`src/rtl/gb_video_pkg.sv`:
```
// Shared video constants, capture state encoding and palette lookup.
// Latency: n/a (declarations only).
// Backpressure: n/a.
package gb_video_pkg;

    localparam int H_RES             = 160;
    localparam int V_RES             = 144;
    localparam int FB_BYTES_PER_LINE = 40;

    typedef enum logic [1:0] {
        S_SYNC   = 2'd0,
        S_LINE   = 2'd1,
        S_HBLANK = 2'd2,
        S_VBLANK = 2'd3
    } cap_state_e;

    // Map a raw 2-bit colour index to its shade through the BGP register.
    function automatic logic [1:0] palette_shade(input logic [7:0] bgp, input logic [1:0] color);
        logic [1:0] shade;
        shade = 2'd0;
        case (color)
            2'd0:    shade = bgp[1:0];
            2'd1:    shade = bgp[3:2];
            2'd2:    shade = bgp[5:4];
            default: shade = bgp[7:6];
        endcase
        return shade;
    endfunction

endpackage

```
`src/rtl/pixel_packer.sv`:
```
// Palette lookup and 4-shade byte packing with zero-padded flush of a partial group.
// Latency: write appears 1 cycle after the 4th pixel or the flush request.
// Backpressure: none; the framebuffer RAM accepts a write every cycle.
module pixel_packer
    import gb_video_pkg::*;
#(
    parameter int AW = 13
) (
    input  logic          clk,
    input  logic          rst,
    input  logic          pix_vld_i,
    input  logic [1:0]    color_i,
    input  logic [7:0]    bgp_i,
    input  logic          flush_i,
    input  logic [AW-1:0] addr_i,
    output logic          fb_we_o,
    output logic [AW-1:0] fb_addr_o,
    output logic [7:0]    fb_wdata_o
);

    logic [5:0]    pack_q, pack_d;
    logic [1:0]    cnt_q, cnt_d;
    logic          we_q, we_d;
    logic [AW-1:0] addr_q, addr_d;
    logic [7:0]    wdata_q, wdata_d;
    logic [1:0]    shade;

    assign shade = palette_shade(bgp_i, color_i);

    // Shift shades in; emit a full byte on the 4th, or a padded byte on flush.
    always_comb begin
        pack_d  = pack_q;
        cnt_d   = cnt_q;
        we_d    = 1'b0;
        addr_d  = addr_q;
        wdata_d = wdata_q;
        if (pix_vld_i) begin
            pack_d = {pack_q[3:0], shade};
            cnt_d  = cnt_q + 2'd1;
            if (cnt_q == 2'd3) begin
                we_d    = 1'b1;
                addr_d  = addr_i;
                wdata_d = {pack_q, shade};
            end
        end else if (flush_i && cnt_q != 2'd0) begin
            we_d   = 1'b1;
            addr_d = addr_i;
            case (cnt_q)
                2'd1:    wdata_d = {pack_q[1:0], 6'd0};
                2'd2:    wdata_d = {pack_q[3:0], 4'd0};
                default: wdata_d = {pack_q[5:0], 2'd0};
            endcase
            cnt_d  = 2'd0;
            pack_d = 6'd0;
        end
    end

    // Pack state and registered write port.
    always_ff @(posedge clk) begin
        if (!rst) begin
            pack_q  <= 6'd0;
            cnt_q   <= 2'd0;
            we_q    <= 1'b0;
            addr_q  <= '0;
            wdata_q <= 8'd0;
        end else begin
            pack_q  <= pack_d;
            cnt_q   <= cnt_d;
            we_q    <= we_d;
            addr_q  <= addr_d;
            wdata_q <= wdata_d;
        end
    end

    assign fb_we_o    = we_q;
    assign fb_addr_o  = addr_q;
    assign fb_wdata_o = wdata_q;

endmodule

```
`src/rtl/gb_lcd_capture.sv`:
```
// Captures the PPU pixel stream into a packed 2bpp framebuffer and checks line/frame framing.
// Latency: framebuffer write 1 cycle after the completing pixel; status pulses 1 cycle after the edge.
// Backpressure: none; the PPU stream cannot be stalled, so every event is handled in-cycle.
module gb_lcd_capture
    import gb_video_pkg::*;
#(
    parameter int H_RES = gb_video_pkg::H_RES,
    parameter int V_RES = gb_video_pkg::V_RES,
    parameter int FB_AW = 13
) (
    input  logic             clk,
    input  logic             rst,
    input  logic             lcd_pixel,
    input  logic [1:0]       lcd_color,
    input  logic             lcd_hsync,
    input  logic             lcd_vsync,
    input  logic [7:0]       bgp,
    output logic             fb_we,
    output logic [FB_AW-1:0] fb_addr,
    output logic [7:0]       fb_wdata,
    output logic             frame_done,
    output logic             frame_err,
    output logic             line_err,
    output logic [7:0]       frame_count,
    output logic [7:0]       cur_y
);

    localparam logic [7:0]       H_END     = 8'(H_RES);
    localparam logic [7:0]       V_END     = 8'(V_RES);
    localparam logic [FB_AW-1:0] LINE_STEP = FB_AW'(FB_BYTES_PER_LINE);

    cap_state_e       state_q, state_d;
    logic             hsync_q, vsync_q;
    logic [7:0]       x_q, x_d, y_q, y_d;
    logic [FB_AW-1:0] base_q, base_d;
    logic             err_pend_q, err_pend_d;
    logic             sticky_q, sticky_d;
    logic             line_err_q, line_err_d;
    logic             frame_done_q, frame_done_d;
    logic             frame_err_q, frame_err_d;
    logic [7:0]       fcnt_q, fcnt_d;

    logic             hs_rise, hs_fall, vs_rise, vs_fall;
    logic             accept, pix_err, close, frame_eval, hblank_err, start;
    logic             sticky_nxt, frame_ok;
    logic [7:0]       y_inc, y_after;
    logic [FB_AW-1:0] grp_addr;

    // Edges are seen in the same cycle the sync input changes.
    assign hs_rise = lcd_hsync & ~hsync_q;
    assign hs_fall = ~lcd_hsync & hsync_q;
    assign vs_rise = lcd_vsync & ~vsync_q;
    assign vs_fall = ~lcd_vsync & vsync_q;

    assign grp_addr = base_q + FB_AW'(x_q[7:2]);

    // Framing state machine, line/frame bookkeeping and error pulses.
    always_comb begin
        state_d      = state_q;
        accept       = 1'b0;
        pix_err      = 1'b0;
        close        = 1'b0;
        frame_eval   = 1'b0;
        hblank_err   = 1'b0;
        start        = 1'b0;
        x_d          = x_q;
        y_d          = y_q;
        base_d       = base_q;
        err_pend_d   = err_pend_q;
        fcnt_d       = fcnt_q;
        y_after      = y_q;
        y_inc        = (y_q == 8'hFF) ? y_q : y_q + 8'd1;

        case (state_q)
            S_SYNC, S_VBLANK: begin
                if (vs_fall) begin
                    start   = 1'b1;
                    state_d = S_LINE;
                end
            end
            S_LINE: begin
                // Pixels past the line end, past the last line, or under hsync are dropped and flagged.
                if (lcd_pixel && !lcd_vsync) begin
                    if (!lcd_hsync && x_q < H_END && y_q < V_END) begin
                        accept = 1'b1;
                    end else begin
                        pix_err = 1'b1;
                    end
                end
                if (vs_rise || hs_rise) begin
                    close      = 1'b1;
                    frame_eval = vs_rise;
                    state_d    = vs_rise ? S_VBLANK : S_HBLANK;
                end
            end
            S_HBLANK: begin
                hblank_err = lcd_pixel;
                if (vs_rise) begin
                    frame_eval = 1'b1;
                    state_d    = S_VBLANK;
                end else if (hs_fall) begin
                    state_d = S_LINE;
                end
            end
            default: state_d = S_SYNC;
        endcase

        if (accept) begin
            x_d = x_q + 8'd1;
        end
        if (pix_err) begin
            err_pend_d = 1'b1;
        end

        line_err_d = (close && (err_pend_q || pix_err || x_q != H_END)) || hblank_err;
        sticky_nxt = sticky_q | line_err_d;
        sticky_d   = sticky_nxt;

        if (close) begin
            x_d        = 8'd0;
            y_d        = y_inc;
            y_after    = y_inc;
            base_d     = base_q + LINE_STEP;
            err_pend_d = 1'b0;
        end

        // A frame closing the same cycle as its last line sees that line's result.
        frame_ok     = (y_after == V_END) && !sticky_nxt;
        frame_done_d = frame_eval && frame_ok;
        frame_err_d  = frame_eval && !frame_ok;
        if (frame_done_d) begin
            fcnt_d = fcnt_q + 8'd1;
        end

        if (start) begin
            x_d        = 8'd0;
            y_d        = 8'd0;
            base_d     = '0;
            err_pend_d = 1'b0;
            sticky_d   = 1'b0;
        end
    end

    // State, counters and registered status pulses.
    always_ff @(posedge clk) begin
        if (!rst) begin
            state_q      <= S_SYNC;
            hsync_q      <= 1'b0;
            vsync_q      <= 1'b0;
            x_q          <= 8'd0;
            y_q          <= 8'd0;
            base_q       <= '0;
            err_pend_q   <= 1'b0;
            sticky_q     <= 1'b0;
            line_err_q   <= 1'b0;
            frame_done_q <= 1'b0;
            frame_err_q  <= 1'b0;
            fcnt_q       <= 8'd0;
        end else begin
            state_q      <= state_d;
            hsync_q      <= lcd_hsync;
            vsync_q      <= lcd_vsync;
            x_q          <= x_d;
            y_q          <= y_d;
            base_q       <= base_d;
            err_pend_q   <= err_pend_d;
            sticky_q     <= sticky_d;
            line_err_q   <= line_err_d;
            frame_done_q <= frame_done_d;
            frame_err_q  <= frame_err_d;
            fcnt_q       <= fcnt_d;
        end
    end

    pixel_packer #(
        .AW (FB_AW)
    ) u_packer (
        .clk        (clk),
        .rst        (rst),
        .pix_vld_i  (accept),
        .color_i    (lcd_color),
        .bgp_i      (bgp),
        .flush_i    (close),
        .addr_i     (grp_addr),
        .fb_we_o    (fb_we),
        .fb_addr_o  (fb_addr),
        .fb_wdata_o (fb_wdata)
    );

    assign frame_done  = frame_done_q;
    assign frame_err   = frame_err_q;
    assign line_err    = line_err_q;
    assign frame_count = fcnt_q;
    assign cur_y       = y_q;

endmodule
```
`config.mk`:
```
export PLATFORM = sky130hd
export DESIGN_NAME = gb_lcd_capture
export DESIGN_NICKNAME = d
export VERILOG_FILES = /design/src/rtl/gb_video_pkg.sv /design/src/rtl/pixel_packer.sv /design/src/rtl/gb_lcd_capture.sv
export SDC_FILE = /design/constraint.sdc
export NUM_CORES = 1
export LEC_CHECK = 0
export ABC_AREA = 1
export CORE_MARGIN = 3
export CORE_UTILIZATION = 58
export CTS_BUF_LIST = sky130_fd_sc_hd__clkbuf_16
export DETAILED_ROUTE_END_ITERATION = 16
export MAX_ROUTING_LAYER = met4
export PLACE_DENSITY = 0.81
export SYNTH_ARGS = -nofsm -noshare
export SYNTH_HDL_FRONTEND = slang
export SYNTH_SLANG_ARGS = --single-unit
```
`constraint.sdc`:
```
create_clock -name clk -period 4.6 [get_ports clk]
set_clock_uncertainty 0.1 [all_clocks]
set_input_delay 1.38 -clock clk [delete_from_list [all_inputs] [get_ports clk]]
set_output_delay 1.38 -clock clk [all_outputs]
set_load 0.02 [all_outputs]
```
== Word-level counts from Yosys, hierarchy flattened ==
Cells that the tools add are included.
W data, S select, Z words.

* Mux-type cells: 37
* Add/subtract/negate cells: 6
* Bitwise operators: 10
* Reduce and logical (&&, ||, !) cells: 25
* Shifts and indexed selects: 0
* Equality and inequality tests: 15
* Divide/modulo/power cells: 0
* Multipliers: 0
* Order comparisons: 2

{| class="wikitable"
|+ Operator list
! operator !! number
|-
| $mux W8 || 5
|-
| $mux W13 || 3
|-
| $add A8 B1 Y8 const B || 3
|-
| $mux W1 || 17
|-
| $eq A8 B8 Y1 const B || 2
|-
| $lt A8 B8 Y1 const B || 2
|-
| $pmux W8 S2 || 1
|-
| $add A13 B6 Y13 || 1
|-
| $add A13 B6 Y13 const B || 1
|-
| $mux W2 || 6
|-
| $mux W6 || 2
|-
| $pmux W2 S3 || 2
|-
| $eq A2 B2 Y1 const B || 5
|-
| $logic_and A1 B1 Y1 || 8
|-
| $ne A8 B8 Y1 const B || 1
|-
| $eq A2 B1 Y1 const B || 3
|-
| $not A1 Y1 || 5
|-
| $and A1 B1 Y1 || 4
|-
| $logic_not A1 Y1 || 4
|-
| $logic_not A2 Y1 || 2
|-
| $logic_or A1 B1 Y1 || 4
|-
| $ne A2 B2 Y1 const B || 2
|-
| $reduce_bool A2 Y1 || 2
|-
| $reduce_or A2 Y1 || 2
|-
| other kinds (8) || 8
|}

* Register bits after elaboration: 76
* RAM bits: 0
* Memories: 0
* Memory bits (read-only): 0
* Bits in latches: 0
* Output and inout port bits: 41
* Logic and storage cells: 112

== Depth between registers and ports, before layout ==
Gate-level depths: netlist of run 1.

* Depth after elaboration: 15
* Gate-level depth with buffers: 14

== Cells and area by module ==
From an unflattened synthesis of run 1, not the netlist that was laid out.

* Cells, all modules: 509
* Area total of the unflattened synthesis: 3772.4 µm²

{| class="wikitable"
|+ By module, submodules not included
! module !! sequential area each (µm²) !! times used !! cells each !! area an instance (µm²)
|-
| gb_lcd_capture || 860.8 || 1 || 335 || 2446.1
|-
| pixel_packer || 600.6 || 1 || 174 || 1326.3
|}

== Least setup slack after synthesis of run 1 ==
No wires, ideal clock.

* Path type: input-to-reg
* Start point: input port lcd_vsync
* End point: register fcnt_q[1] (netlist: frame_count[1])
* Library setup time: 0.114 ns
* Data required time: 4.386 ns
* Arrival time: 2.469 ns
* Stages: 10
* Slack: 1.916 ns
* Cell sequence: nand3_2 nand2_4 buf_12 nand3_1 nand2_1 nand2_1 nor2_2 nand4_2 o21ai_1 nor2_1

* Longest elaborated chain between the ends: 12
* Elaborated cells on any way between the ends: 21
* Those cells by class: eq/ne (1); mux (8); bitwise (2); reduce/logical (10)

{| class="wikitable"
|+ RTL lines
! what !! RTL line !! source
|-
| start, declared || gb_lcd_capture.sv:16 || <nowiki>input logic lcd_vsync,</nowiki>
|-
| $logic_not A1 Y1 || gb_lcd_capture.sv:83 || <nowiki>if (lcd_pixel && !lcd_vsync) begin</nowiki>
|-
| $logic_and A1 B1 Y1 || gb_lcd_capture.sv:83 ||
|-
| $mux W1 || gb_lcd_capture.sv:83 ||
|-
| $mux W1 || gb_lcd_capture.sv:74 || <nowiki>case (state_q)</nowiki>
|-
| $logic_or A1 B1 Y1 (2 in series) || gb_lcd_capture.sv:115 || <nowiki>line_err_d = (close && (err_pend_q || pix_err || x_q != H_END)) || hblank_err;</nowiki>
|-
| $logic_and A1 B1 Y1 || gb_lcd_capture.sv:115 ||
|-
| $logic_or A1 B1 Y1 || gb_lcd_capture.sv:115 ||
|-
| $or A1 B1 Y1 || gb_lcd_capture.sv:116 || <nowiki>sticky_nxt = sticky_q | line_err_d;</nowiki>
|-
| $logic_not A1 Y1 || gb_lcd_capture.sv:128 || <nowiki>frame_ok = (y_after == V_END) && !sticky_nxt;</nowiki>
|-
| $logic_and A1 B1 Y1 || gb_lcd_capture.sv:128 ||
|-
| $logic_and A1 B1 Y1 (*) || gb_lcd_capture.sv:129 || <nowiki>frame_done_d = frame_eval && frame_ok;</nowiki>
|-
| end signal, assigned || gb_lcd_capture.sv:171 || <nowiki>fcnt_q <= fcnt_d;</nowiki>
|-
| end, declared || gb_lcd_capture.sv:41 || <nowiki>logic [7:0] fcnt_q, fcnt_d;</nowiki>
|}

Mark *: on every way between the ends. The rest lies on a longest branch, timed or not.
A chain may end at the register's enable or synchronous reset.

== Worst setup path after layout of run 1 ==
* Start point: input port lcd_vsync
* End point: register u_packer.addr_q[8] (netlist: u_packer.fb_addr_o[8])

* Longest elaborated chain between the ends: 7
* Elaborated cells on any way between the ends: 13
* Those cells by class: eq/ne (1); mux (5); bitwise (1); reduce/logical (6)

{| class="wikitable"
|+ RTL lines
! what !! RTL line !! source
|-
| $and A1 B1 Y1 || gb_lcd_capture.sv:52 || <nowiki>assign vs_rise = lcd_vsync & ~vsync_q;</nowiki>
|-
| $logic_or A1 B1 Y1 || gb_lcd_capture.sv:90 || <nowiki>if (vs_rise || hs_rise) begin</nowiki>
|-
| $mux W1 || gb_lcd_capture.sv:90 ||
|-
| $mux W1 || gb_lcd_capture.sv:74 ||
|-
| $logic_and A1 B1 Y1 || pixel_packer.sv:45 || <nowiki>end else if (flush_i && cnt_q != 2'd0) begin</nowiki>
|-
| $reduce_bool A2 Y1 (no source line) || -- ||
|-
| $reduce_and A2 Y1 (no source line) || -- ||
|-
| end signal, assigned || pixel_packer.sv:70 || <nowiki>addr_q <= addr_d;</nowiki>
|-
| end, declared || pixel_packer.sv:24 || <nowiki>logic [AW-1:0] addr_q, addr_d;</nowiki>
|}

Parallel ways exist; a longest one is shown, timed or not.

==> run_results.csv, run 1 <==
group,metric,value,unit
status,outcome,"complete, no violations",
place,dpl_worst_slack,803.4,ps
flow_run,max_cap_viol_count,0,
logic_synthesis,syn_area_per_cell,7.476,um2
die,coreArea,5991,um2
place,dp_hpwl,6033,um
logic_synthesis,largest_family_of_logic_cells_by_synthesized_area,"simple AND/OR/NAND/NOR gates",
power,power_density,387.5,nW/um2
sta,maxSlewHeadroom,46.78,%
global_route,gr-usage-all-layers,25.74,%
clocking,tritoncts,"done",
worst_setup_path,critical_path.max_fanout,33,
detailed_routing,post-route-drc-count,0,
sta,timing.final.setup_violations,0,
sta,grt_setup_unrepaired,"no",
detailed_routing,routed_wire_length_per_instance,14.06,um
logic_synthesis,post_synthesis_sequential_area_ratio,40.39,%
logic_synthesis,synthDominantCellAreaShare,40.39,%
clocking,root_driver,"clkbuf_16",
place,place.gp.congestion,0.9424,
logic_synthesis,synth_area_in_compound_gates,15.01,%
die,chipHeight,84.99,um
clocking,cts_inserted_buffers,9,
die,horizontal_die_dimension,84.99,um
die,placementRows,28,
global_route,grt_util_met2,41.81,%
layout,filler_cell_count,439,
power,vdd_drop_max,0.2622,mV
layout,num-nets-final,572,
global_route,grt_first_pass_wirelength,14610,um
logic_synthesis,yosys_register_bits,73,
global_route,groute.layer.met1.usage,31.29,%
worst_setup_path,crit_arrival,3640,ps
detailed_routing,drt-initial-drc-count,143,
worst_setup_path,worst_setup_path_end_kind,"flip-flop",
logic_synthesis,synthesis.nets,514,
clocking,postCtsHoldBufs,0,
sta,max_slew_violation_count,0,
clocking,clock_tree.buffer_depth,2,
logic_synthesis,ys.warnings.count,0,
sta,final.setup.worst_slack,1118,ps
clocking,cts_post_setup_buffers_inserted,0,
die,fp.dieArea,7222,um2
min_path,min-delay-path-class,"reg2reg",
sta,worst_max_slew_pin_slew,797.4,ps
worst_setup_path,regToRegSetupSlack,2040,ps
sta,hold_viol,0,
sta,clock.fmax,287.2,MHz
detailed_routing,drt_pass1_iterations,5,
clocking,cts-htree-levels,3,
logic_synthesis,synth_simple_gate_area_share,28.15,%
layout,most-common-layout-cells,"nand2_1, dfxtp_1, clkdlybuf4s50_1",
global_route,globalRouteMet3Util,4.757,%
logic_synthesis,syn-cell-area,3618,um2
global_route,gr-total-overflow,0,
layout,antennaDiodeCount,0,
logic_synthesis,synth-xor-area-share,3.147,%
die,floorplan.initialDensity,60.40,%
layout,postLayoutCoreUtil,75.36,%
worst_setup_path,worst_setup_path_start_kind,"primary input",
global_route,grt_start_max_net_pins,34,
place,place.detailed.instances,606,
sta,layout_worst_path_cycle_share,75.70,%
detailed_routing,detailroute.via_count,3427,
layout,drive_above_1_share,8.791,%
clocking,clock_sinks,73,
global_route,grt_busiest_layer,"met2",
power,report.power.total,1.749,mW
worst_setup_path,criticalPathCategory,"in2reg",
clocking,clkTransAtPathRegs,50,ps
logic_synthesis,synthDominantAreaCellType,"dfxtp_1",
power,leakage,1.762,nW
global_route,grt_pass1_vias,3310,
clocking,cts_resized,0,
logic_synthesis,synthAdderAreaFrac,5.394,%
clocking,worstSkewPairLatency,340,ps
layout,finish.cell_count_without_fillers,621,
global_route,grt_antenna_before_repair,0,
detailed_routing,antenna_left,0,
sta,finalSetupTns,0,ps
detailed_routing,finalWirelength,8729,um
sta,timing.final.crit_period,3482,ps
layout,final_common_cell,"nand2_1",
logic_synthesis,yosys-mux-area-fraction,0,%
place,count_of_port_buffers_added_during_placement,55,
logic_synthesis,cell_count_after_synthesis,484,
detailed_routing,detail_route.vias_per_cell,5.519,
logic_synthesis,synthTopCellsByArea,"dfxtp_1, nand2_1, a21oi_1",
die,ios,56,
layout,layout-area-overhead-vs-synth,24.76,%
logic_synthesis,synth_unique_cells,39,
worst_setup_path,crit_required,4760,ps
-- where the power goes --
group	internal [mW]	switching (mW)
clock network	0.469	0.262
registers	0.674	0.0345
logic	0.115	0.195
-- worst max-delay path, stage by stage --
cell and delay (ps):
clkdlybuf4s50_1 590, nand3_2 150, nand2_4 200, inv_2 110, or2_0 220, nand2_2 120
o21ai_4 120, inv_2 410, o21ai_0 180, a21oi_1 150
-- state kept, by name, indices dropped and copies added (netlist names) --
signal	count
u_packer.fb_wdata_o	8
frame_done	1
state_q	2
u_packer.cnt_q	2
line_err	1
frame_err	1
u_packer.fb_addr_o	13
sticky_q	1
err_pend_q	1
u_packer.pack_q	6
frame_count	8
cur_y	8
hsync_q	1
base_q	10
x_q	8
u_packer.fb_we_o	1
vsync_q	1
-- stage by stage --
stage               hold WS, ps  instance area [um2]
global placement          350.3                 4205
detailed placement        356.2                 4205
global route              384.8                 4514
CTS                       364.9                 4514
finish                    363.8                 4514
floorplan                 336.3                 3618
-- cells by family after synthesis --
group / after synthesis
xor+xnor: 13
fa+ha+maj: 15
buf+inv: 67
flops: 73
simple gates: 222
compound gates: 94
-- cell usage after synthesis (all sizes together) --
master / count
xnor2: 2
nand2: 102
nor4: 1
clkbuf: 5
nor3b: 1
buf: 5
nand3: 43
a311oi: 1
ha: 14
a21oi: 49
dfxtp: 73
a31oi: 3
xor2: 11
nand4: 8
o21ai: 31
fa: 1
and2: 1
nor2: 53
a211oi: 6
o211ai: 3
nor3: 9
o21a: 1
inv: 57
or2: 4
-- cell type report --
type | count | area, um2 | area share (%)
tap | 75 | 93.84 | 2.079
multi-input combinational | 344 | 1871 | 41.44
clock buffer | 9 | 225.2 | 4.989
timing repair buffer | 57 | 565.5 | 12.53
inverter | 57 | 214.0 | 4.739
clock inverter | 6 | 83.83 | 1.857
sequential | 73 | 1461 | 32.37
-- worst paths after layout --
kind | cells after the start | endpoint | from
worst min register to register | 2 | u_packer.pack_q[5] | u_packer.pack_q[5]
worst max-delay path | 10 | u_packer.fb_addr_o[8] | lcd_vsync
worst min-delay path | 2 | u_packer.pack_q[5] | u_packer.pack_q[5]
worst max register to register | 10 | u_packer.fb_addr_o[8] | state_q[1]
-- routing by layer --
metal  wire length, um  vias up
li1                  -     1707
met1              3911     1596
met2              4207      101
met3               416       23
met4               193        0
met5                 0        -
Power figures use the tool's default switching activity.
==> run 2, diff against run 1 <==
- CORE_UTILIZATION: 58 -> 49
- PLACE_DENSITY: 0.81 -> 0.73
- clock period: 4.6 -> 3 ns (I/O delays scaled with it)
==> run 2 against run 1 <==
Effect of this change:
- die area increased by 17%
- setup slack got worse by 790 ps
- clock power increased by 68%
- final cell count increased by 5.6%
- sequential power increased by 53%
- register-to-register slack got worse by 1400 ps
- largest power group unchanged
- highest routed layer unchanged
==> run_results.csv, run 2 (same netlist as run 1, synthesis figures left out) <==
group,metric,value,unit
status,outcome,"complete, no violations",
clocking,clock_sinks,73,
detailed_routing,detailroute.via_count,3366,
die,fp.dieArea,8452,um2
die,coreArea,6982,um2
worst_setup_path,cp_slowest_cell,"clkdlybuf4s50_1",
layout,largest_register_ff_count,13,
min_path,worstHoldStart,"err_pend_q",
layout,most-common-layout-cells,"nand2_1, dfxtp_1, clkdlybuf4s50_1",
worst_setup_path,crit_required,3120,ps
clocking,cts_inserted_buffers,9,
power,vdd_drop_max,0.4506,mV
clocking,root_driver,"clkbuf_16",
sta,hold-worst-slack,358.7,ps
clocking,worstSkewPairLatency,330,ps
worst_setup_path,cp_slowest_stage_delay,540,ps
worst_setup_path,crit_arrival,2800,ps
power,psw,757.1,uW
die,ios,56,
sta,hold_viol,0,
power,swShare,27.10,%
sta,maxSlewHeadroom,73.82,%
worst_setup_path,crit_path_cell_trace,"clkdlybuf4s50_1 > nand3_2 > nand2_4 > nand3_1 > o21ai_1 > nand2_1 > nor2_2 > nand4_2 > o21ai_1 > nor2_1",
sta,timing.final.setup_violations,0,
sta,layout_worst_path_cycle_share,89.07,%
detailed_routing,finalWirelength,8656,um
global_route,grt_first_pass_wirelength,14930,um
clocking,clkTransAtPathRegs,60,ps
place,dpl-instance-area,4342,um2
worst_setup_path,crit_path_frequent_cell,"o21ai_1",
power,cellInternalPower,2.037,mW
global_route,gr-usage-all-layers,22.44,%
die,chipHeight,91.94,um
global_route,grt_pass1_vias,3257,
die,horizontal_die_dimension,91.94,um
global_route,gr-total-overflow,0,
worst_setup_path,worst_setup_path_end_kind,"flip-flop",
power,power_density,596.3,nW/um2
detailed_routing,detail_route.vias_per_cell,5.131,
min_path,min-delay-path-class,"reg2reg",
sta,finalSetupTns,0,ps
sta,max_slew_violation_count,0,
die,placementRows,30,
layout,post_route_cell_area,4686,um2
detailed_routing,antenna_left,0,
worst_setup_path,worst_setup_path_startpoint,"lcd_hsync",
place,count_of_port_buffers_added_during_placement,55,
clocking,postCtsHoldBufs,0,
power,power_frac_comb,17.4,%
place,place.gp.congestion,0.8811,
sta,grt_setup_unrepaired,"no",
clocking,cts_post_setup_buffers_inserted,0,
layout,layout-area-overhead-vs-synth,29.50,%
worst_setup_path,criticalPathCategory,"in2reg",
clocking,clock_tree.buffer_depth,2,
global_route,grt_antenna_before_repair,0,
power,seqPwrFrac,38.7,%
worst_setup_path,r2r-start,"cur_y[0]",
layout,final_common_cell,"nand2_1",
clocking,cts-htree-levels,3,
clocking,cts_resized,0,
power,clockPowerShare,43.8,%
detailed_routing,drt-initial-drc-count,167,
sta,timing.final.crit_period,2672,ps
global_route,grt_start_max_net_pins,34,
place,dp_hpwl,6345,um
detailed_routing,post-route-drc-count,0,
power,leakage,1.837,nW
layout,drive_above_1_share,10.89,%
sta,clock.fmax,374.2,MHz
worst_setup_path,worst_setup_path_start_kind,"primary input",
layout,num-nets-final,585,
die,floorplan.initialDensity,51.83,%
detailed_routing,routed_wire_length_per_instance,13.20,um
detailed_routing,drt_pass1_iterations,4,
flow_run,max_cap_viol_count,0,
layout,antennaDiodeCount,0,
worst_setup_path,critical_path.max_fanout,14,
sta,worst_max_slew_pin_slew,391.8,ps
clocking,tritoncts,"done",
## run 2: changes by cell type in the layout (fill, tap and decap cells not counted)
cell	delta
bufinv_16	+1
clkinv_1	+1
clkinv_2	-3
clkinv_4	+1
buf_12	+1
clkinvlp_4	+1
buf_4	+12
## run 2: through the flow
stage | utilization (%) | worst slack [ps] | total power, mW | std cells
finish | 67.11 | 328.0 | 2.794 | 656
global route | 67.11 | 151.8 | 2.919 | 656
CTS | 67.11 | 353.7 | 2.811 | 656
detailed placement | 62.19 | 7.200 | 1.588 | 640
global placement | 62.19 | 72.31 | 1.580 | 640
floorplan | - | 796.3 | 1.415 | 484
## run 2: layout make-up
cell class / count / area [um2]
Timing Repair Buffer: 70 / 675.6
Clock inverter: 7 / 118.9
Tap cell: 96 / 120.1
Fill cell: 594 / 2296
Sequential cell: 73 / 1461
Clock buffer: 9 / 225.2
Multi-Input combinational cell: 344 / 1871
Inverter: 57 / 214.0
## run 2: critical path, delay by kind of cell
family | cells | cell delay, ps
buf+inv | 1 | 540
compound gates | 2 | 370
simple gates | 7 | 990
## run 2: worst paths after layout
| path | endpoint | slack [ps] | depth (start not counted) |
|---|---|---|---|
| setup / recovery | frame_count[1] | 330 | 10 |
| setup reg to reg | frame_count[1] | 690 | 12 |
| hold reg to reg | err_pend_q | 360 | 2 |
| hold / removal | err_pend_q | 360 | 2 |
## run 2: layer usage
metal / global-route usage [%] / share of wire [%] / up-vias / routed length (um)
li1: - / - / 1737 / -
met2: 35.28 / 48 / 76 / 4179
met1: 28.30 / 46 / 1537 / 4004
met4: 8.787 / 1.7 / 0 / 144
met3: 4.758 / 3.8 / 16 / 327
met5: - / 0 / - / 0
## run 2: power groups by stage
stage / sequential (mW) / clock (mW) / combinational [mW]
floorplan: 1.13 / 0 / 0.282
CTS: 1.08 / 1.24 / 0.489
finish: 1.08 / 1.23 / 0.486
global placement: 1.10 / 0 / 0.478
global route: 1.09 / 1.29 / 0.540
detailed placement: 1.10 / 0 / 0.485
